## config.mk

```make
export PLATFORM = sky130hd
export DESIGN_NAME = serial_subtractor
export DESIGN_NICKNAME = d
export VERILOG_FILES = /design/src/rtl/serial_subtractor_pkg.sv /design/src/rtl/serial_subtractor_full_subtractor.sv /design/src/rtl/serial_subtractor.sv
export SDC_FILE = /design/constraint.sdc
export NUM_CORES = 1
export LEC_CHECK = 0
export BUFFER_PORTS_ARGS = -buffer_cell sky130_fd_sc_hd__buf_2
export CORE_ASPECT_RATIO = 1.25
export CORE_MARGIN = 1
export CORE_UTILIZATION = 55
export CTS_CLUSTER_SIZE = 14
export DETAILED_ROUTE_END_ITERATION = 8
export GPL_TIMING_DRIVEN = 0
export PLACE_DENSITY = 0.88
export SYNTH_ARGS = -nofsm -noshare
export SYNTH_HDL_FRONTEND = slang
export SYNTH_SLANG_ARGS = --single-unit
export TNS_END_PERCENT = 30
```

## constraint.sdc

```tcl
create_clock -name clk -period 3 [get_ports clk]
set_input_delay 0.6 -clock clk [delete_from_list [all_inputs] [get_ports clk]]
set_output_delay 0.6 -clock clk [all_outputs]
set_load 0.05 [all_outputs]
```

## src/rtl/serial_subtractor_pkg.sv

```systemverilog
// Shared definitions for the bit-serial subtractor.
//   state_t : FSM state encoding (IDLE, RUN, DONE; 2'b11 is illegal)
//   clog2   : constant function used to size the bit counter
package serial_subtractor_pkg;

   typedef enum logic [1:0] {
      ST_IDLE = 2'b00,
      ST_RUN  = 2'b01,
      ST_DONE = 2'b10
   } state_t;

   // Ceiling log2. The result is never smaller than 1, so a counter
   // built from it always has at least one bit.
   function automatic int clog2(input int value);
      int res;
      int rem;
      res = 0;
      rem = value - 1;
      while (rem > 0) begin
         res = res + 1;
         rem = rem >> 1;
      end
      return (res < 1) ? 1 : res;
   endfunction

endpackage : serial_subtractor_pkg

```

## src/rtl/serial_subtractor_full_subtractor.sv

```systemverilog
// One-bit full subtractor cell: x - y - bin.
//   x, y : operand bits
//   bin  : borrow in
//   d    : difference bit
//   bo   : borrow out
module full_subtractor (
   input  logic x,
   input  logic y,
   input  logic bin,
   output logic d,
   output logic bo
);

   assign d  = x ^ y ^ bin;
   assign bo = (~x & y) | (~(x ^ y) & bin);

endmodule : full_subtractor

```

## src/rtl/serial_subtractor.sv

```systemverilog
// Bit-serial subtractor: diff = a - b (mod 2^WIDTH), LSB first, one bit
// per clock through a single full-subtractor cell and a borrow flop.
//   clk, rst_n : clock, asynchronous active-low reset
//   start      : request, sampled only in IDLE; a/b captured on accept
//   a, b       : minuend, subtrahend
//   busy       : high while the bits are being processed (RUN)
//   done       : one-cycle pulse when diff/bout are updated
//   diff, bout : result and unsigned borrow-out, held until next result
//   ovf        : signed overflow, present only with SERIAL_SUB_SIGNED_OVF_EN
module serial_subtractor
   import serial_subtractor_pkg::*;
#(
   parameter int WIDTH = 8
) (
   input  logic             clk,
   input  logic             rst_n,
   input  logic             start,
   input  logic [WIDTH-1:0] a,
   input  logic [WIDTH-1:0] b,
   output logic             busy,
   output logic             done,
   output logic [WIDTH-1:0] diff,
   output logic             bout
`ifdef SERIAL_SUB_SIGNED_OVF_EN
   ,
   output logic             ovf
`endif
);

   localparam int CNT_W = clog2(WIDTH);

   state_t             state;
   state_t             state_nxt;
   logic [WIDTH-1:0]   a_sh;
   logic [WIDTH-1:0]   b_sh;
   logic [WIDTH-1:0]   res_sh;
   logic [CNT_W-1:0]   cnt;
   logic               borrow;
   logic               cell_d;
   logic               cell_bo;
   logic               last_bit;
   logic [WIDTH-1:0]   res_nxt;

   full_subtractor u_cell (
      .x   (a_sh[0]),
      .y   (b_sh[0]),
      .bin (borrow),
      .d   (cell_d),
      .bo  (cell_bo)
   );

   assign last_bit = (cnt == CNT_W'(WIDTH - 1));
   // Result fills from the top so that after WIDTH shifts bit 0 sits at the LSB.
   assign res_nxt  = {cell_d, res_sh[WIDTH-1:1]};

   // NOTE: state registers use non-blocking assignments so every flop
   // samples the pre-edge values of the others.
   always_ff @(posedge clk or negedge rst_n) begin
      if (!rst_n) state <= ST_IDLE;
      else        state <= state_nxt;
   end

   // NOTE: every output of this block gets a default first, so no path
   // leaves a signal unassigned and no latch is inferred.
   always_comb begin
      state_nxt = state;
      busy      = 1'b0;
      done      = 1'b0;
      case (state)
         ST_IDLE: if (start) state_nxt = ST_RUN;
         ST_RUN: begin
            busy = 1'b1;
            if (last_bit) state_nxt = ST_DONE;
         end
         ST_DONE: begin
            done      = 1'b1;
            state_nxt = ST_IDLE;
         end
         default: state_nxt = ST_IDLE;  // illegal 2'b11 recovers
      endcase
   end

   // NOTE: the shift registers are reset along with the control state even
   // though their contents are overwritten on every accepted start; this
   // keeps the whole datapath deterministic after a mid-operation abort.
   always_ff @(posedge clk or negedge rst_n) begin
      if (!rst_n) begin
         a_sh   <= '0;
         b_sh   <= '0;
         res_sh <= '0;
         cnt    <= '0;
         borrow <= 1'b0;
         diff   <= '0;
         bout   <= 1'b0;
`ifdef SERIAL_SUB_SIGNED_OVF_EN
         ovf    <= 1'b0;
`endif
      end else begin
         case (state)
            ST_IDLE: begin
               if (start) begin
                  a_sh   <= a;
                  b_sh   <= b;
                  cnt    <= '0;
                  borrow <= 1'b0;
               end
            end
            ST_RUN: begin
               a_sh   <= a_sh >> 1;
               b_sh   <= b_sh >> 1;
               res_sh <= res_nxt;
               borrow <= cell_bo;
               cnt    <= cnt + CNT_W'(1);
               if (last_bit) begin
                  diff <= res_nxt;
                  bout <= cell_bo;
`ifdef SERIAL_SUB_SIGNED_OVF_EN
                  // On the last bit the cell sees the operand sign bits and
                  // produces the result sign bit.
                  ovf  <= (a_sh[0] != b_sh[0]) && (cell_d != a_sh[0]);
`endif
               end
            end
            default: ;
         endcase
      end
   end

endmodule : serial_subtractor

```

After elaboration in Yosys (flattened, before gate mapping)
Cells that the tools add are included.
{"block": "op_classes", "n_addsub": 1, "mul": 0, "div": 0, "n_lt_le_gt_ge": 0, "n_eq_ne": 5, "shifts": 0, "mux": 13, "n_bitwise": 7, "n_reduce_logical": 5}
{"operator": "$pmux 8 s2", "count": 2}
{"operator": "$mux 8", "count": 2}
{"operator": "$pmux 3 s2", "count": 1}
{"operator": "$reduce_and 2->1", "count": 3}
{"operator": "$mux 2", "count": 2}
{"operator": "$ne 2x2->1 const B", "count": 2}
{"operator": "$pmux 2 s2", "count": 1}
{"operator": "$add 3x1->3 const B", "count": 1}
{"operator": "$eq 3x3->1 const B", "count": 1}
{"operator": "$mux 1", "count": 3}
{"operator": "$mux 3", "count": 1}
{"operator": "$and 1x1->1", "count": 2}
{"operator": "$eq 2x1->1 const B", "count": 1}
{"operator": "$eq 2x2->1 const B", "count": 1}
{"operator": "$logic_not 2->1", "count": 1}
{"operator": "$not 1->1", "count": 2}
{"operator": "$pmux 1 s2", "count": 1}
{"operator": "$reduce_bool 2->1", "count": 1}
{"operator": "$xor 1x1->1", "count": 2}
{"operator": "$or 1x1->1", "count": 1}
{"block": "word_totals", "regBits": 39, "latch_bits": 0, "ramBits": 0, "romBits": 0, "input_bits": 19, "out_inout_bits": 11, "wordCells": 39, "memories": 0}

Depth between registers and ports, before layout
Gate-level depths: netlist of run 1.
{"block": "logic_depth", "ltp_word": 5, "mapped_depth": 6, "mapped_depth_nobuf": 5}

Cells and area by module
From an unflattened synthesis of run 1, not the netlist that was laid out.
{"block": "hier_totals", "cells_unflattened": 126, "area_unflattened_um2": 1695.4}
{"mod": "serial_subtractor", "instances": 1, "cells_each": 122, "area_each_um2": 1664.1, "seq_area_each_um2": 950.9}
{"mod": "full_subtractor", "instances": 1, "cells_each": 4, "area_each_um2": 31.3, "seq_area_each_um2": 0.0}

Worst setup path after synthesis of run 1
OpenSTA, ideal clock, no wires.
{"block": "synth_path", "path_type": "reg-to-output", "startpoint": "register state[1]", "endpoint": "output done", "arrival_time_ps": 1285, "required_ps": 2400, "slack_ps": 1115, "path_stages_with_launch": 3, "path_buffers": 1, "cell_sequence": "dfrtp_1 buf_2 nor2b_1"}
{"block": "synth_via", "elab_chain_len": 2}
{"item": "start: declaration", "line": "serial_subtractor.sv:32", "text": "state_t state;"}
{"item": "start signal: assignment", "line": "serial_subtractor.sv:60", "text": "else state <= state_nxt;"}
{"item": "$eq 2x2->1", "line": "serial_subtractor.sv:69", "text": "case (state)"}
{"item": "$mux 1", "line": "serial_subtractor.sv:69"}
{"item": "end: declaration", "line": "serial_subtractor.sv:21", "text": "output logic done,"}
Every way passes these cells.

Worst setup path in the final report of run 1
{"block": "layout_path", "startpoint": "register state[1]", "endpoint": "output busy"}
{"block": "layout_via", "elab_chain_len": 2}
{"item": "$eq 2x1->1", "line": "serial_subtractor.sv:69"}
{"item": "$mux 1", "line": "serial_subtractor.sv:69"}
{"item": "end: declaration", "line": "serial_subtractor.sv:20", "text": "output logic busy,"}
Every way passes these cells.

==> impl_metrics.toml, run 1 <==
[placement]
hpwl_um = 2240
pre_cts_ws_ps = 1090
port_buffers = 29
placed_area_um2 = 1840
place_congestion = 0.822

[clocking]
root_buffer = "clkbuf_4"
numCtsBuffers = 5
clk_pin_slew_ps = 110
postCtsHoldBufs = 0
clkLatencyLatePin_ps = 340
h-tree-depth = 2
cts_resized = 0
cts_sinks = 38
cts_tree = "built"
clockBufferDepth = 2
cts_setup_buffers = 0

[route]
vias_per_cell = 5.68
drc = 0
first_pass_iters = 4
drt_iter0_drc = 10
ant_nets = 0
vias = 1199
wl_per_cell_um = 14.5
totalWireLength_um = 3050

[yosys]
synthMuxAreaShare_pct = 5.46
synth_fa_ha_area_share_pct = 2.73
synthTopCellsByArea = "dfrtp_1 58%, o22a_1 9.6%, nand2_1 6.4%"
synth_common_cells = "38 x dfrtp_1, 28 x nand2_1, 18 x o22a_1, 8 x mux2_2, 5 x buf_2"
yosysMostFrequentCell = "dfrtp_1"
syn_area_um2 = 1650
synth_area_leader_cell = "dfrtp_1"
syn_avg_cell_area_um2 = 11.8
synthFlopType = "dfrtp_1"
syn_inst = 140
synth-simple-area-share_pct = 13.2
ys_types = 30
synth.yosys.seq_area_share_pct = 57.6
synth_top_cell_area_share_pct = 57.6
async_reset_ff_share_pct = 100
synth_edf_count = 0
synth-compound-area-share_pct = 16.5
ys_ff_latch = 38
synth_top_family_by_area = "compound AO/OA/AOI/OAI gates"
synth_xor_area_share_pct = 0
yosysWarnings = 0
syn_nets = 162

[setup_path]
critPathLaunchType = "register"
crit_chain = "or2b_1 > inv_2 > buf_2 > buf_2"
r2r_cells = 5
worst-setup-path-type = "reg -> out"
timing.rr.end = "diff[0]"
rr_startpoint = "cnt[0]"
reg2reg_slack_ps = 1430
worstPathArrival_ps = 1700
critPathCaptureType = "primary output"
critPathMostFrequentCell = "buf_2"
crit_required_ps = 2400
max_stage_delay_ps = 460
critPathMaxFanout = 10
slowest_stage = "dfrtp_1"

[floorplanning]
rows = 21
die_h_um = 63.2
fp.coreArea_um2 = 2760
fp.dieW_um = 51.0
initial_core_util_pct = 59.8
io_pins = 30
die_area_um2 = 3230

[timing]
hold_viol = 0
timing.final.crit_share_pct = 76.6
worst_slack_ps = 703
setup_viol = 0
timing.fmax_ghz = 0.435
slew_headroom_pct = 45.7
worst_slew_pin_slew_ps = 814
fin_crit_ps = 2300
finalMaxSlewViolations = 0
rsz0062_at_grt = "false"
finClkSkew_ps = 4.09
setup_tns_ps = 0
hold_slack_ps = 343

[layout]
fillCellCount = 224
num_antenna_cells = 0
syn_to_final_growth_pct = 15.0
design_area_um2 = 1900
final_nets = 198
drive_gt1_share_pct = 32.2

[global_routing]
grt.overflow.total = 0
grt_pass1_vias = 1230
antenna_found_initial = 0
grt_max_degree = 39
grt_pass1_wl_um = 5420
grt.total_usage_pct = 22.5

[run]
cap_violations = 0

[outcome]
outcome = "completed"

[power]
ir_drop_mv = 0.564
p_total_uw = 2130
p_leak_uw = 0.000936
power.density_nw_per_um2 = 1120

[worst_hold_path]
hp-class = "in -> async"
[worst max-delay path: cells and delay by family (launching register included)]
family        cells  cell delay [ps]
simple gates      1              280
flops             1              460
buf+inv           3              620
[how the worst max path moves through the flow]
stage	startpoint	end	slack [ps]	cells after the start
after floorplan	state[1]	done	1110	2
after global placement	state[1]	busy	1100	4
after detailed placement	state[1]	busy	1090	4
after CTS	state[1]	busy	680	4
after global routing	state[1]	busy	600	4
final	state[1]	busy	700	4
[logic make-up after synthesis]
logic type,after synthesis
simple gates,44
flops,38
compound gates,34
buf+inv,13
mux,8
fa+ha+maj,3
[metal layers]
metal / share of wire (%) / up-vias / GRT usage, %
met3: 3.8 / 5 / 5.80
li1: - / 569 / -
met1: 43 / 593 / 26.4
met4: 0.82 / 0 / 7.29
met5: 0 / - / 0
met2: 52 / 32 / 39.1
[area by class of cell]
| class | count | area (µm²) | area share [%] |
|---|---|---|---|
| Multi-Input combinational cell | 89 | 626 | 33.0 |
| Clock inverter | 1 | 5.00 | 0.264 |
| Inverter | 5 | 18.8 | 0.989 |
| Sequential cell | 38 | 951 | 50.1 |
| Tap cell | 34 | 42.5 | 2.24 |
| Timing Repair Buffer | 29 | 145 | 7.65 |
| Buffer | 8 | 55.1 | 2.90 |
| Clock buffer | 7 | 55.1 | 2.90 |
[cells in the final DEF, fill, tap and decap left out, drive strengths merged]
cell type,Yosys,final
o22ai,1,1
a21oi,1,1
nand3,3,3
dfrtp,38,38
or2b,1,1
buf,8,37
clkinv,0,1
nand3b,4,4
clkbuf,0,7
o21ai,5,5
mux2,8,8
inv,5,5
ha,2,2
a22o,2,2
or4b,1,1
fa,1,1
nor2,2,2
a32o,1,1
nor2b,3,3
nand2b,2,2
o22a,18,18
o21bai,1,1
a221o,1,1
o221a,1,1
nand2,28,28
a22oi,3,3
[sequential cells by signal, summed over array words and instances, names as in the netlist]
register and cells:
b_sh 8, state 2, bout 1, a_sh 8, res_sh 7, diff 8
cnt 3, borrow 1
[metrics by stage]
step	utilization, %	instances
after floorplan	-	140
after CTS	68.8	211
final	68.8	211
after detailed placement	66.6	203
after global placement	66.6	203
after global routing	68.8	211
[where the power goes]
part / internal [µW] / leakage [µW] / total (µW) / switching [µW]
logic: 397 / 0.000432 / 967 / 570
clock network: 114 / 0.0000353 / 277 / 163
registers: 749 / 0.000469 / 888 / 139
(Power assumes the default switching activity.)
==> inputs of run 2 (changes only) <==
CORE_UTILIZATION = 54   (was 55)
PLACE_DENSITY = 0.87   (was 0.88)
clock period = 2.35 ns   (was 3 ns; I/O delays follow)
==> run 2 against run 1 <==
Against the previous run:
- die area rose by 1.8%
- routed wire length rose by 4.7%
- sequential power rose by 28%
- worst hold slack got worse by 140 ps
- via count fell by 0.42%
- design area rose by 0.13%
- first-iteration DRC count rose to 2.6 times the previous value
- utilization fell by 3.7 points
- global-route usage rose by 0.63 points
- combinational power rose by 28%
- worst setup slack got worse by 540 ps
- critical path type unchanged
- highest routed layer unchanged
==> impl_metrics.toml, run 2 (synthesis gave the netlist of run 1 again) <==
[timing]
worst_slew_pin_slew_ps = 823
timing.final.crit_share_pct = 93.1
finClkSkew_ps = 7.48
slew_headroom_pct = 45.2
timing.fmax_ghz = 0.457
setup_viol = 0
fin_crit_ps = 2190
hold_viol = 0
setup_tns_ps = 0
finalMaxSlewViolations = 0
rsz0062_at_grt = "false"

[route]
totalWireLength_um = 3190
first_pass_iters = 4
drt_iter0_drc = 26
drc = 0
vias = 1194
wl_per_cell_um = 15.0
ant_nets = 0
vias_per_cell = 5.61

[setup_path]
critPathMaxFanout = 10
rr_startpoint = "cnt[0]"
critPathLaunchType = "register"
crit_required_ps = 1880
r2r_cells = 5
worstPathArrival_ps = 1720
timing.rr.end = "diff[0]"
critPathCaptureType = "primary output"
reg2reg_slack_ps = 810
worst-setup-path-type = "reg -> out"

[clocking]
cts_setup_buffers = 0
cts_resized = 0
cts_tree = "built"
cts_sinks = 38
clk_pin_slew_ps = 110
postCtsHoldBufs = 0
h-tree-depth = 2
clkLatencyLatePin_ps = 340
clockBufferDepth = 2
root_buffer = "clkbuf_4"
numCtsBuffers = 5

[power]
power_frac_clock_pct = 13.1
p_int_uw = 1610
power.net_switching_uw = 1130
ir_drop_mv = 0.724
power_switching_share_pct = 41.3
p_leak_uw = 0.000936
pwr-share-seq_pct = 41.8
power.density_nw_per_um2 = 1440
combPwrFrac_pct = 45.2

[layout]
layout_commonest_cell = "dfrtp_1"
fillCellCount = 249
top_regs = "a_sh: 8 flops, b_sh: 8 flops, diff: 8 flops"
final_nets = 198
syn_to_final_growth_pct = 15.2
final_cell_mix = "38 x dfrtp_1, 34 x buf_2, 28 x nand2_1"
design_area_um2 = 1900
drive_gt1_share_pct = 32.2
num_antenna_cells = 0

[run]
cap_violations = 0

[worst_hold_path]
hp-class = "in -> async"

[global_routing]
grt_max_degree = 39
grt_pass1_vias = 1242
use_met1_pct = 28.7
antenna_found_initial = 0
grt_busiest_layer = "met2"
grtUsageMet3_pct = 4.29
grt.overflow.total = 0
grt.total_usage_pct = 23.1
grt_pass1_wl_um = 5630
met2_usage_pct = 39.6

[placement]
place_congestion = 0.798
placed_area_um2 = 1840
port_buffers = 29
hpwl_um = 2330

[floorplanning]
die_h_um = 63.8
fp.dieW_um = 51.4
io_pins = 30
fp.coreArea_um2 = 2920
initial_core_util_pct = 56.6
rows = 22
die_area_um2 = 3280

[outcome]
outcome = "completed"
-- run 2: layout make-up --
class	count	area [µm²]	share of cell area, %
well taps	36	45.0	2.37
multi-input cells	89	626	32.9
clock buffers	7	55.1	2.90
repair buffers	29	145	7.64
plain buffers	8	55.1	2.90
clock inverters	1	5.00	0.263
inverters	5	18.8	0.987
flip-flops and latches	38	951	50.0
-- run 2: routing by layer --
layer | part of all wire, % | wire [µm]
met1 | 43 | 1370
met2 | 52 | 1650
met3 | 4.0 | 127
met4 | 1.5 | 48
met5 | 0 | 0
-- run 2: how the worst max path moves through the flow --
stage,endpoint,slack [ps],cells past startpoint,from
6_report,busy,160,4,state[1]
2_1_floorplan,done,590,2,state[1]
3_5_place_dp,busy,540,4,state[1]
3_3_place_gp,busy,580,4,state[1]
5_1_grt,busy,70,4,state[1]
4_1_cts,busy,160,4,state[1]
-- run 2: per-stage QoR --
step	hold slack [ps]	worst slack (ps)	power, µW	utilization, %	cells
2_1_floorplan	174	595	2090	-	140
3_3_place_gp	458	580	2320	63.1	205
3_5_place_dp	479	544	2410	63.1	205
4_1_cts	235	161	2760	65.1	213
5_1_grt	273	71.2	2940	65.1	213
6_report	203	163	2730	65.1	213
-- run 2: critical path, stage by stage, from the launching register on --
cell	delay, ps
dfrtp_1	470
or2b_1	270
inv_2	90
buf_2	230
buf_2	300
-- run 2: power groups by stage --
stage          Combinational [µW]  Clock, µW  Sequential, µW
6_report                     1240        358            1140
5_1_grt                      1360        398            1180
4_1_cts                      1250        363            1140
3_5_place_dp                 1250          0            1160
3_3_place_gp                 1190          0            1130
2_1_floorplan                 736          0            1350
